==> src/rtl/sm_extreme_tracker.sv <==
// Streaming max/min tracker for sign-magnitude samples over a valid/ready frame.
// Reports frame max, min, index of the first max and a saturating beat count.

module sm_ge #(
  parameter int N = 8
) (
  input  logic [N-1:0] i_a,
  input  logic [N-1:0] i_b,
  output logic         o_ge
);
  logic         w_sa;
  logic         w_sb;
  logic [N-2:0] w_ma;
  logic [N-2:0] w_mb;

  assign w_sa = i_a[N-1];
  assign w_sb = i_b[N-1];
  assign w_ma = i_a[N-2:0];
  assign w_mb = i_b[N-2:0];

  // NOTE: o_ge gets a default before the branches so no path leaves it unassigned (no latch).
  always_comb begin
    o_ge = 1'b0;
    case ({w_sa, w_sb})
      2'b00:   o_ge = (w_ma >= w_mb);
      2'b01:   o_ge = 1'b1;
      2'b10:   o_ge = 1'b0;
      default: o_ge = (w_ma <= w_mb);  // both negative: larger magnitude is smaller
    endcase
  end
endmodule

module sm_extreme_tracker #(
  parameter int N     = 8,
  parameter int CNT_W = 8
) (
  input  logic             i_clk,
  input  logic             i_rst_n,
  input  logic             i_valid,
  output logic             o_ready,
  input  logic [N-1:0]     i_data,
  input  logic             i_last,
  output logic             o_valid,
  input  logic             i_ready,
  output logic [N-1:0]     o_max,
  output logic [N-1:0]     o_min,
  output logic [CNT_W-1:0] o_max_idx,
  output logic [CNT_W-1:0] o_count,
  output logic             o_ovf
);
  typedef enum logic [1:0] {
    IDLE  = 2'd0,
    ACCUM = 2'd1,
    DONE  = 2'd2
  } state_t;

  localparam logic [CNT_W-1:0] CNT_SAT = '1;

  state_t           r_state;
  logic [1:0]       r_rst_sync;
  logic             r_ready;
  logic             r_valid;
  logic [N-1:0]     r_max;
  logic [N-1:0]     r_min;
  logic [CNT_W-1:0] r_max_idx;
  logic [CNT_W-1:0] r_count;
  logic             r_ovf;

  logic             w_rst_n;
  logic             w_beat;
  logic             w_max_ge;
  logic             w_data_ge_min;

  // Reset asserts asynchronously but releases two clocks later, in step with i_clk.
  always_ff @(posedge i_clk or negedge i_rst_n) begin
    if (!i_rst_n) r_rst_sync <= 2'b00;
    else          r_rst_sync <= {r_rst_sync[0], 1'b1};
  end
  assign w_rst_n = r_rst_sync[1];

  assign w_beat = i_valid & r_ready;

  sm_ge #(.N(N)) u_ge_max (
    .i_a  (r_max),
    .i_b  (i_data),
    .o_ge (w_max_ge)
  );

  sm_ge #(.N(N)) u_ge_min (
    .i_a  (i_data),
    .i_b  (r_min),
    .o_ge (w_data_ge_min)
  );

  // NOTE: all state here uses non-blocking assignments so every register samples pre-edge values.
  always_ff @(posedge i_clk or negedge w_rst_n) begin
    if (!w_rst_n) begin
      r_state   <= IDLE;
      r_ready   <= 1'b1;
      r_valid   <= 1'b0;
      r_max     <= '0;
      r_min     <= '0;
      r_max_idx <= '0;
      r_count   <= '0;
      r_ovf     <= 1'b0;
    end else begin
      case (r_state)
        IDLE: begin
          if (w_beat) begin
            r_max     <= i_data;
            r_min     <= i_data;
            r_max_idx <= '0;
            r_count   <= {{(CNT_W-1){1'b0}}, 1'b1};
            r_ovf     <= 1'b0;
            if (i_last) begin
              r_state <= DONE;
              r_ready <= 1'b0;
              r_valid <= 1'b1;
            end else begin
              r_state <= ACCUM;
            end
          end
        end
        ACCUM: begin
          if (w_beat) begin
            if (!w_max_ge) begin
              r_max     <= i_data;
              r_max_idx <= r_count;
            end
            if (!w_data_ge_min) r_min <= i_data;
            if (r_count == CNT_SAT) r_ovf   <= 1'b1;
            else                    r_count <= r_count + 1'b1;
            if (i_last) begin
              r_state <= DONE;
              r_ready <= 1'b0;
              r_valid <= 1'b1;
            end
          end
        end
        DONE: begin
          if (i_ready) begin
            r_state <= IDLE;
            r_ready <= 1'b1;
            r_valid <= 1'b0;
          end
        end
        default: begin
          r_state <= IDLE;
          r_ready <= 1'b1;
          r_valid <= 1'b0;
        end
      endcase
    end
  end

  assign o_ready   = r_ready;
  assign o_valid   = r_valid;
  assign o_max     = r_max;
  assign o_min     = r_min;
  assign o_max_idx = r_max_idx;
  assign o_count   = r_count;
  assign o_ovf     = r_ovf;
endmodule
==> config.mk <==
export PLATFORM = sky130hd
export DESIGN_NAME = sm_extreme_tracker
export DESIGN_NICKNAME = d
export VERILOG_FILES = /design/src/rtl/sm_extreme_tracker.sv
export SDC_FILE = /design/constraint.sdc
export NUM_CORES = 1
export LEC_CHECK = 0
export CORE_MARGIN = 2
export CORE_UTILIZATION = 35
export DETAILED_ROUTE_END_ITERATION = 16
export PLACE_DENSITY = 0.62
export SETUP_SLACK_MARGIN = 0.05
export SLEW_MARGIN = 20
export SYNTH_ARGS = -nofsm -noshare
export SYNTH_HDL_FRONTEND = slang
export SYNTH_SLANG_ARGS = --single-unit
==> constraint.sdc <==
create_clock -name i_clk -period 1.14 [get_ports i_clk]
set_clock_uncertainty 0.1 [all_clocks]
set_input_delay 0.228 -clock i_clk [delete_from_list [all_inputs] [get_ports i_clk]]
set_output_delay 0.228 -clock i_clk [all_outputs]
set_load 0.1 [all_outputs]
==> flow_summary.yaml <==
critical_path:
  cp.arrival_ns: 2.56
  rr_startpoint: "o_max[0]$_DFFE_PN0P_"
  critPathMaxFanout: 7
  reg2reg_slack_ns: -1.34
  crit_end: "o_max[4]$_DFFE_PN0P_"
  reg2reg_depth: 7
  worstSetupStartpoint: "o_max[0]$_DFFE_PN0P_"
  end_kind: "flip-flop"
  startpoint_type: "flip-flop"
  r2r-end: "o_max[4]$_DFFE_PN0P_"
  crit_type: "reg2reg"
  cp.required_ns: 1.22
global_routing:
  grt_pass1_vias: 2566
  track_usage_pct: 20.6
  grt.overflow.total: 0
  grt_start_max_net_pins: 31
  grt_pass1_wl_um: 11900
  antenna_found_initial: 0
detailed_routing:
  postRouteAntennaNets: 0
  drt-vias-per-instance: 5.15
  via_count: 2308
  firstDrtPassIters: 4
  drc: 0
  wl_per_cell_um: 16.1
  drt_wl_total_um: 7210
  first_iter_violations: 86
logic_synthesis:
  syn_inst: 215
  synth-async-reset-ratio_pct: 100
  synth_fp_nets: 243
  synth_largest_area_cell: "dfrtp_1"
  synth_commonest_cells: "dfrtp_1, inv_1, ha_1, nand2_1, a21oi_1"
  yosysSeqAreaShare_pct: 44.1
  syn_area_sq_um: 2220
  synth_edf_count: 0
  post_synth.cell_area_avg_sq_um: 10.3
  yosys.cell_count.top_type: "dfrtp_1"
  synth.area.top_cells: "dfrtp_1, ha_1, mux2_4"
  yosys_warnings: 0
  synth.top_cell.area_share_pct: 42.9
  ys_types: 42
  synth_seq_cells: 39
  ys.flop_type: "dfrtp_1"
run_status:
  status: "complete, but fails checks"
  violations: "negative setup slack"
clocking:
  cts.clk_slew.worst_paths_ns: 0.08
  numCtsBuffers: 5
  insertion_delay_ns: 0.30
  cts_root_buf: "clkbuf_8"
  clk_path_buf_depth: 2
  cts_tree: "yes"
  clock-sinks: 39
  ctsHtreeMaxLevel: 2
die:
  io_pins: 48
  die_w_um: 83.6
  die_h_um: 83.6
  core_area_sq_um: 6030
  die_area_sq_um: 6980
  rows: 28
  start_util_pct: 36.8
timing:
  slew_viol_final: 0
  fin_tns_setup_ns: -40.93
  setup_ws_ns: -1.34
  rsz0062_at_grt: "true"
  fin_crit_ns: 2.48
  hold_ws_ns: 0.0908
  fmax_ghz: 0.403
  hold_viol: 0
  post-route-period-util_pct: 218
  setup_viol: 71
layout:
  fin_util_pct: 77.3
  diodes: 0
  area_growth_pct: 110
  fill_cells: 371
  nNetsFinal: 400
  drive_gt1_share_pct: 67.0
place:
  globalplace.congestion: 0.855
  place_hpwl_um: 4840
  portBuffers: 47
power_and_ir_drop:
  finalPower_uw: 2630
  cellLeakagePower_uw: 0.00215
  power_density_nw_per_um2: 564
  vdd_drop_max_v: 0.000573
hold_path:
  hp-class: "reg2async"
run:
  drv_cap: 0
-- layout by cell type, fill, tap and decap left out, types with 7 or more instances in the layout --
| master | count |
|---|---|
| a21oi_1 | 8 |
| a311o_1 | 8 |
| and3_1 | 8 |
| buf_12 | 39 |
| buf_4 | 66 |
| buf_6 | 40 |
| clkdlybuf4s50_1 | 9 |
| dfrtp_2 | 13 |
| dfrtp_4 | 22 |
| ha_1 | 7 |
| ha_4 | 8 |
| inv_1 | 13 |
| mux2_4 | 8 |
| nand2_1 | 8 |
| nor2_1 | 9 |
| nor3b_1 | 8 |
-- stage by stage --
stage | setup WS (ns) | cells | area, sq um
global route | -1.39 | 448 | 4660
finish | -1.34 | 448 | 4660
floorplan | -1.50 | 215 | 2550
detailed placement | -1.69 | 412 | 4060
CTS | -1.34 | 441 | 4510
global placement | -1.63 | 412 | 4060
-- cell families (layout without fill, tap and decap cells) --
logic type | count (synthesis) | count (layout) | synth area share [%]
multiplexers | 15 | 15 | 8.24
adder cells (fa/ha/maj) | 15 | 15 | 8.47
AO/OA/AOI/OAI | 57 | 57 | 19.1
other | 1 | 1 | 0.169
AND/OR/NAND/NOR | 61 | 61 | 15.0
flip-flops | 39 | 39 | 44.1
buffers and inverters | 27 | 185 | 4.91
-- what timing repair did --
item,CTS,global route
gates resized for setup,58,26
endpoints found under the hold margin,2,0
pin swaps,14,10
hold buffers,1,0
buffers inserted,20,12
endpoints found under the setup margin,72,72
-- how the worst min path moves through the flow --
stage                             from                       to  slack, ns  cells after the start
2_1_floorplan                  i_rst_n  r_rst_sync[0]$_DFF_PN0_      -0.17                      0
3_3_place_gp   r_rst_sync[1]$_DFF_PN0_   r_state[1]$_DFFE_PN0P_       0.09                      0
3_5_place_dp   r_rst_sync[1]$_DFF_PN0_      o_valid$_DFFE_PN0P_       0.09                      0
4_1_cts        r_rst_sync[1]$_DFF_PN0_   o_count[7]$_DFFE_PN0P_       0.10                      0
5_1_grt        r_rst_sync[1]$_DFF_PN0_      o_valid$_DFFE_PN0P_       0.13                      0
6_report       r_rst_sync[1]$_DFF_PN0_      o_valid$_DFFE_PN0P_       0.09                      0
-- area by class of cell --
type | instances | area [sq um] | area share, %
clock buffers | 7 | 86.3 | 1.85
clock inverters | 1 | 5.00 | 0.107
inverters | 19 | 76.3 | 1.64
multi-input cells | 149 | 1460 | 31.3
flip-flops and latches | 39 | 1080 | 23.2
well taps | 75 | 93.8 | 2.01
repair buffers | 158 | 1860 | 39.9
-- critical path, cell delays in order, from the launching register on --
cell      delay, ns
dfrtp_4        0.49
inv_4          0.07
ha_4           0.19
nand2b_4       0.13
a211o_1        0.29
a211o_1        0.28
a221o_2        0.49
mux2_4         0.33
-- metal layers --
metal	global-route usage (%)	up-vias	wire (um)
li1	-	1094	-
met1	25.1	1132	3050
met2	35.3	63	3650
met3	3.76	19	303
met4	9.09	0	199
met5	0	-	0
-- where the power goes --
| group | internal, uW | switching [uW] |
|---|---|---|
| registers | 1380 | 12.0 |
| logic | 135 | 109 |
| clock network | 488 | 497 |
| total | 2010 | 619 |
-- flip-flops by register name (all words and copies together), names as in the netlist --
signal,flops
o_min,8
o_max_idx,8
r_rst_sync,2
o_ready,1
r_state,2
o_valid,1
o_count,8
o_max,8
o_ovf,1
Note: power is estimated with default switching activity, not from simulation.
